--- src/rtl/bcd_digit_counter.sv ---
// Two-digit BCD counter with synchronous load, terminal-count flag for cascading,
// and a load-reject pulse. Define BCD_CNT_DOWN_EN to enable up/down counting via up_dn.
module bcd_digit_counter #(
  parameter logic [3:0] WRAP_HI = 4'd9,
  parameter logic [3:0] WRAP_LO = 4'd9
) (
  input  logic       clk,
  input  logic       rst_n,
  input  logic       en,
  input  logic       ld,
  input  logic [7:0] ld_dat,
  input  logic       up_dn,
  output logic [7:0] dat_out,
  output logic       tc,
  output logic       err
);

  localparam logic [7:0] TERM = {WRAP_HI, WRAP_LO};

  logic [7:0] cnt_q, cnt_d;
  logic       err_q, err_d;
  logic [7:0] up_nxt;
  logic       ld_ok;
  logic       at_top;

  assign ld_ok  = (ld_dat[7:4] <= 4'd9) && (ld_dat[3:0] <= 4'd9);
  // With valid BCD nibbles, a plain unsigned compare orders values numerically.
  assign at_top = (cnt_q >= TERM);

  always_comb begin
    up_nxt = cnt_q;
    if (at_top) begin
      up_nxt = 8'h00;
    end else if (cnt_q[3:0] == 4'd9) begin
      up_nxt = {cnt_q[7:4] + 4'd1, 4'd0};
    end else begin
      up_nxt = {cnt_q[7:4], cnt_q[3:0] + 4'd1};
    end
  end

`ifdef BCD_CNT_DOWN_EN
  logic [7:0] dn_nxt;
  logic       at_zero;

  assign at_zero = (cnt_q == 8'h00);

  always_comb begin
    dn_nxt = cnt_q;
    if (at_zero) begin
      dn_nxt = TERM;
    end else if (cnt_q[3:0] == 4'd0) begin
      dn_nxt = {cnt_q[7:4] - 4'd1, 4'd9};
    end else begin
      dn_nxt = {cnt_q[7:4], cnt_q[3:0] - 4'd1};
    end
  end

  assign tc = en & ~ld & (up_dn ? at_top : at_zero);
`else
  logic unused_up_dn;
  assign unused_up_dn = up_dn;
  assign tc = en & ~ld & at_top;
`endif

  always_comb begin
    cnt_d = cnt_q;
    err_d = 1'b0;
    if (ld) begin
      // A rejected load holds the count and swallows en for this cycle.
      if (ld_ok) begin
        cnt_d = ld_dat;
      end else begin
        err_d = 1'b1;
      end
    end else if (en) begin
`ifdef BCD_CNT_DOWN_EN
      cnt_d = up_dn ? up_nxt : dn_nxt;
`else
      cnt_d = up_nxt;
`endif
    end
  end

  always_ff @(posedge clk or negedge rst_n) begin
    if (!rst_n) begin
      cnt_q <= 8'h00;
      err_q <= 1'b0;
    end else begin
      cnt_q <= cnt_d;
      err_q <= err_d;
    end
  end

  assign dat_out = cnt_q;
  assign err     = err_q;

endmodule

--- config.mk ---
export PLATFORM = sky130hd
export DESIGN_NAME = bcd_digit_counter
export DESIGN_NICKNAME = d
export VERILOG_FILES = /design/src/rtl/bcd_digit_counter.sv
export SDC_FILE = /design/constraint.sdc
export NUM_CORES = 1
export LEC_CHECK = 0
export ABC_AREA = 1
export CORE_MARGIN = 3
export CORE_UTILIZATION = 41
export CTS_CLUSTER_DIAMETER = 60
export CTS_CLUSTER_SIZE = 28
export DETAILED_ROUTE_END_ITERATION = 7
export PLACE_DENSITY = 0.73
export SYNTH_ARGS = -nofsm -noshare
export SYNTH_HDL_FRONTEND = slang
export SYNTH_SLANG_ARGS = --single-unit
export TNS_END_PERCENT = 20
--- constraint.sdc ---
create_clock -name clk -period 1.3 [get_ports clk]
set_clock_uncertainty 0.05 [all_clocks]
set_input_delay 0.26 -clock clk [delete_from_list [all_inputs] [get_ports clk]]
set_output_delay 0.26 -clock clk [all_outputs]
set_load 0.005 [all_outputs]
==> results.sh, run 1 <==
export IMPL_outcome="finished with violations"
export IMPL_violations="negative setup slack"
export IMPL_routed_wl_um=2031
export IMPL_dr_pass1_iters=4
export IMPL_p_int_uw=860.3
export IMPL_antenna_cells=0
export IMPL_hpwl_um=1618
export IMPL_powerDensity_mw_per_mm2=1161
export IMPL_fin_nets=179
export IMPL_synth_top_family_by_area="simple AND/OR/NAND/NOR gates"
export IMPL_yosysTopAreaCellShare=0.3015
export IMPL_fin_crit_sh=1.311
export IMPL_core_area_mm2=0.001612
export IMPL_die_w_um=48.69
export IMPL_io_buffers=21
export IMPL_synth_nets=131
export IMPL_end_kind="output pin"
export IMPL_multiInputGateArea_um2=484.2
export IMPL_viasPerCell=4.556
export IMPL_arrival_ns=1.39
export IMPL_fp_dieH_um=48.69
export IMPL_min_period_ns=1.705
export IMPL_grt_first_pass_wirelength_um=3291
export IMPL_htree_levels=1
export IMPL_regArea_um2=225.2
export IMPL_cts_hold_buf=0
export IMPL_track_usage=0.1775
export IMPL_vias=852
export IMPL_synthTopCellsByArea="dfrtp_1 30%, nand2_1 19%, inv_1 8.0%, nor2_1 5.5%, nand3_1 5.4%"
export IMPL_clock_latency_ns=0.27
export IMPL_synthAdderAreaFrac=0.03350
export IMPL_rsz0062_at_grt="yes"
export IMPL_p_switching_uw=548.2
export IMPL_grt_max_degree=10
export IMPL_grt_antenna_before_repair=0
export IMPL_p_total_uw=1409
export IMPL_seqPwrFrac=0.275
export IMPL_cts_sinks=9
export IMPL_critPathRequiredTime_ns=0.99
export IMPL_synth_largest_area_cell="dfrtp_1"
export IMPL_pwr_share_clk=0.159
export IMPL_relSlewSlack=0.7088
export IMPL_route_detailed_wl_per_inst_um=10.86
export IMPL_top_layer="met4"
export IMPL_yosys_area_share_xor_xnor=0.01173
export IMPL_clkTransAtPathRegs_ns=0.07
export IMPL_synthTopCellsByCount="38 x nand2_1, 16 x inv_1, 11 x nor2_1"
export IMPL_post_route_cell_area_mm2=0.001214
export IMPL_ir_worst_vdd_uv=590.4
export IMPL_swShare=0.3892
export IMPL_drt_iter0_drc=23
export IMPL_ioPinCount=23
export IMPL_drt_met1_wl_um=932
export IMPL_start_util=0.4635
export IMPL_ys_flop_type="dfrtp_1"
export IMPL_synthMuxAreaShare=0
export IMPL_yosys_warnings=0
export IMPL_netlist_instances=116
export IMPL_synth_cell_types=22
export IMPL_avgSynthCellArea_um2=6.439
export IMPL_post_route_worst_setup_slack_ns=-0.4047
export IMPL_numCtsBuffers=3
export IMPL_post_synth_top_count_cell="nand2_1"
export IMPL_maxCapViolCount=0
export IMPL_gp_congestion=0.8221
export IMPL_drive_gt1_frac=0.3988
export IMPL_synth_edf_count=0
export IMPL_combPwrFrac=0.565
export IMPL_finalHoldViolations=0
export IMPL_finish_utilization=0.7531
export IMPL_clock_path_buffers=2
export IMPL_setup_tns_final_ns=-2.451
export IMPL_synth_async_reset_ratio=1.000
export IMPL_setup_viol=10
export IMPL_wl_met3_um=62
export IMPL_p_leak_uw=0.0006595
export IMPL_worstPathMaxFanout=3
export IMPL_syn2layout_area_growth_pct=62.48
export IMPL_wl_met2_um=993
export IMPL_fill_cells=137
export IMPL_num_rows=14
export IMPL_place_area_mm2=0.001134
export IMPL_route_detailed_drc=0
export IMPL_gr_total_overflow=0
export IMPL_slew_viol_final=0
export IMPL_synth_seq_area_share=0.3015
export IMPL_clock_fmax_mhz=586.6
export IMPL_critPathKind="reg -> out"
export IMPL_cts_tree="built"
export IMPL_worst_pin_slew_ns=0.4355
export IMPL_first_global_vias=770
export IMPL_dieArea_mm2=0.002370
export IMPL_hold_worst_slack_ns=0.2438
export IMPL_synth_simple_area_share=0.4137
export IMPL_clockRootBuffer="clkbuf_4"
export IMPL_min_path_type="in -> async"
export IMPL_synth_seq_cells=9
export IMPL_drtAntennaViolNets=0
export IMPL_synth_compound_area_frac=0.1240
export IMPL_netlist_area_um2=747.0
export IMPL_start_kind="flop"
-- cells by family after synthesis --
group,after synthesis
DFF,9
and+or+nand+nor,70
buffers and inverters,21
AOI/OAI and AO/OA,13
xor gates and xnor gates,1
adders and majority gates,2
-- power by group through the flow --
| stage | clock network [uW] | logic (uW) | registers (uW) |
|---|---|---|---|
| after floorplan | 0 | 282 | 434 |
| after global placement | 0 | 739 | 380 |
| after detailed placement | 0 | 752 | 385 |
| final | 225 | 797 | 387 |
| after CTS | 228 | 769 | 385 |
| after global routing | 243 | 873 | 398 |
-- critical path: stages (launching register included) --
cell	delay (ns)
dfrtp_1	0.40
inv_1	0.07
ha_2	0.16
nand2_2	0.05
nor2_2	0.10
nand2_2	0.07
nand2_2	0.06
inv_2	0.05
nor2_2	0.06
buf_2	0.11
-- repair_timing --
item,4_1_cts,5_1_grt
pin swaps,2,3
endpoints found under the setup margin,18,16
setup buffers,2,0
resized for setup,32,20
-- metal layers --
layer / vias to the layer above / global-route usage
met3: 6 / 0.02147
met5: - / 0
li1: 458 / -
met4: 0 / 0.08531
met2: 21 / 0.2941
met1: 367 / 0.2273
-- state kept, by name (all words and copies together) (netlist names) --
register and cells:
err 1, dat_out 8
-- path summary, 6_finish.rpt --
kind | depth (start not counted) | endpoint | slack [ns] | start
min in group clk | 5 | dat_out[3] | 0.47 | ld
hold / removal | 1 | dat_out[3] | 0.24 | rst_n
max in group asynchronous | 1 | dat_out[0] | 0.64 | rst_n
setup / recovery | 9 | tc | -0.40 | dat_out[5]
hold reg to reg | 3 | dat_out[4] | 0.59 | dat_out[4]
setup reg to reg | 12 | dat_out[7] | -0.32 | dat_out[5]
-- metrics by stage --
| stage | setup WS, ns | cells |
|---|---|---|
| final | -0.4047 | 187 |
| after global placement | -0.4667 | 181 |
| after detailed placement | -0.5458 | 181 |
| after floorplan | -0.05663 | 116 |
| after global routing | -0.5054 | 187 |
| after CTS | -0.4515 | 187 |
-- cell type report --
class / instances / area share
sequential: 9 / 0.1856
multi-input combinational: 86 / 0.3990
timing repair buffer: 44 / 0.3041
inverter: 20 / 0.06392
tap: 24 / 0.02474
clock inverter: 1 / 0.004124
clock buffer: 3 / 0.01856
-- cells in the final DEF, fill, tap and decap left out, types with 2 or more instances in the layout --
master	synthesis	final
nand2_2	4	10
or2_0	2	2
a21boi_2	0	2
o21ai_2	1	2
inv_1	16	14
inv_2	4	5
nand4_1	3	3
nand3_1	8	8
clkbuf_4	0	3
nor2_2	1	6
clkbuf_2	0	5
a21boi_1	4	2
buf_2	0	2
buf_4	0	18
buf_6	1	5
nand2_1	38	32
o21bai_1	4	4
clkdlybuf4s50_1	0	11
dfrtp_1	9	9
nor2_1	11	6
a21oi_1	2	2
Note: power is estimated with default switching activity, not from simulation.
==> inputs of run 2 (changes only) <==
--- a/config.mk
+++ b/config.mk
@@ -12,6 +12,7 @@
 export CTS_CLUSTER_SIZE = 28
 export DETAILED_ROUTE_END_ITERATION = 7
 export PLACE_DENSITY = 0.73
+export REMOVE_ABC_BUFFERS = 1
 export SYNTH_ARGS = -nofsm -noshare
 export SYNTH_HDL_FRONTEND = slang
 export SYNTH_SLANG_ARGS = --single-unit
==> run 2 against run 1 <==
  * The flow still finishes with violations (negative setup slack)
  * Sequential power hardly changed
  * Total power increased by 5.9%
  * Count of clock-buffer cells in the layout stayed put
  * Critical path type unchanged
  * Critical endpoint unchanged
==> results.sh, run 2 (same netlist as run 1, synthesis figures left out) <==
export IMPL_outcome="finished with violations"
export IMPL_violations="negative setup slack"
export IMPL_grt_antenna_before_repair=0
export IMPL_finish_utilization=0.7741
export IMPL_grt_max_degree=10
export IMPL_cts_hold_buf=0
export IMPL_drt_iter0_drc=23
export IMPL_end_kind="output pin"
export IMPL_min_period_ns=1.707
export IMPL_first_global_vias=846
export IMPL_setup_viol=13
export IMPL_powerDensity_mw_per_mm2=1196
export IMPL_drive_gt1_frac=0.3939
export IMPL_io_buffers=21
export IMPL_slew_viol_final=0
export IMPL_seqPwrFrac=0.261
export IMPL_final_common_cell="nand2_1"
export IMPL_rsz0062_at_grt="yes"
export IMPL_min_path_type="in -> async"
export IMPL_maxCapViolCount=0
export IMPL_ioPinCount=23
export IMPL_syn2layout_area_growth_pct=67.00
export IMPL_gr_total_overflow=0
export IMPL_cts_tree="built"
export IMPL_numCtsBuffers=3
export IMPL_dr_pass1_iters=4
export IMPL_num_rows=14
export IMPL_core_area_mm2=0.001612
export IMPL_die_w_um=48.69
export IMPL_fp_dieH_um=48.69
export IMPL_start_util=0.4635
export IMPL_relSlewSlack=0.7068
export IMPL_swShare=0.3970
export IMPL_fill_cells=129
export IMPL_hold_worst_slack_ns=0.2354
export IMPL_clockRootBuffer="clkbuf_4"
export IMPL_combPwrFrac=0.582
export IMPL_p_int_uw=899.4
export IMPL_post_route_worst_setup_slack_ns=-0.4075
export IMPL_pwr_share_clk=0.157
export IMPL_antenna_cells=0
export IMPL_gp_congestion=0.8470
export IMPL_dieArea_mm2=0.002370
export IMPL_hpwl_um=1575
export IMPL_ir_worst_vdd_uv=580.0
export IMPL_critPathRequiredTime_ns=0.99
export IMPL_fin_crit_sh=1.313
export IMPL_clock_fmax_mhz=585.7
export IMPL_pre_cts_slack_ns=-0.4872
export IMPL_clock_latency_ns=0.28
export IMPL_track_usage=0.2017
export IMPL_routed_wl_um=2340
export IMPL_p_leak_uw=0.0006675
export IMPL_start_kind="flop"
export IMPL_drtAntennaViolNets=0
export IMPL_largest_reg_flops=8
export IMPL_setup_tns_final_ns=-2.400
export IMPL_worstPathMaxFanout=2
export IMPL_p_switching_uw=592.2
export IMPL_critPathKind="reg -> out"
export IMPL_clock_path_buffers=2
export IMPL_route_detailed_wl_per_inst_um=12.38
export IMPL_viasPerCell=4.884
export IMPL_grt_first_pass_wirelength_um=3677
export IMPL_htree_levels=1
export IMPL_fin_nets=181
export IMPL_clkTransAtPathRegs_ns=0.08
export IMPL_route_detailed_drc=0
export IMPL_finalHoldViolations=0
export IMPL_vias=923
export IMPL_final_cell_mix="34 x nand2_1, 17 x buf_4, 14 x inv_1"
export IMPL_cts_sinks=9
export IMPL_arrival_ns=1.40
export IMPL_worst_pin_slew_ns=0.4384
[run 2: cell types whose count changed in the layout (fill, tap and decap cells not counted), moves of 2 or more]
cell / previous run / this run
nand2_1: 32 / 34
nand3_1: 8 / 6
buf_6: 5 / 9
nand3_2: 0 / 2
nand2_2: 10 / 8
[run 2: per-layer routing]
metal | share of wire | vias to the layer above | global-route usage
met5 | 0 | - | 0
met4 | 0.039 | 0 | 0.1374
met3 | 0.071 | 11 | 0.04601
met2 | 0.50 | 43 | 0.3416
met1 | 0.39 | 407 | 0.2224
li1 | - | 462 | -
[run 2: timing repair]
action,in CTS,in global routing
setup endpoints to repair,18,17
resized for setup,37,18
pin swaps,1,3
buffers inserted,5,1
[run 2: worst paths after layout]
path / startpoint / endpoint / slack [ns] / cells after the start
min reg2reg: dat_out[5] / dat_out[5] / 0.59 / 3
max in group asynchronous: rst_n / dat_out[2] / 0.65 / 1
max: dat_out[5] / tc / -0.41 / 9
min in group clk: ld / dat_out[1] / 0.56 / 5
min: rst_n / dat_out[3] / 0.24 / 1
max reg2reg: dat_out[5] / dat_out[7] / -0.27 / 12
[run 2: cell type report]
cell class              instances  area, um2  area share
multi-input cells              86      493.0      0.3952
repair buffers                 46      396.6      0.3180
flip-flops and latches          9      225.2      0.1805
inverters                      20      75.07     0.06018
well taps                      24      30.03     0.02407
clock buffers                   3      22.52     0.01805
clock inverters                 1      5.005    0.004012
[run 2: critical path: stages (launching register included)]
cell	delay, ns
dfrtp_1	0.38
inv_1	0.06
ha_2	0.16
nand2_2	0.07
nor2_4	0.12
nand2_2	0.07
nand2_2	0.06
inv_2	0.04
nor2_2	0.06
buf_2	0.11
[run 2: power by group through the flow]
| stage | clock, uW | sequential (uW) | combinational, uW |
|---|---|---|---|
| 5_1_grt | 248 | 399 | 957 |
| 6_report | 235 | 389 | 868 |
| 4_1_cts | 238 | 381 | 815 |
| 3_3_place_gp | 0 | 381 | 725 |
| 2_1_floorplan | 0 | 434 | 276 |
| 3_5_place_dp | 0 | 383 | 740 |
[run 2: stage by stage]
stage / area [um2] / cells / power, uW
2_1_floorplan: 735.7 / 115 / 709.8
3_3_place_gp: 1126 / 180 / 1105
3_5_place_dp: 1126 / 180 / 1123
4_1_cts: 1231 / 189 / 1434
5_1_grt: 1247 / 189 / 1604
6_report: 1247 / 189 / 1492
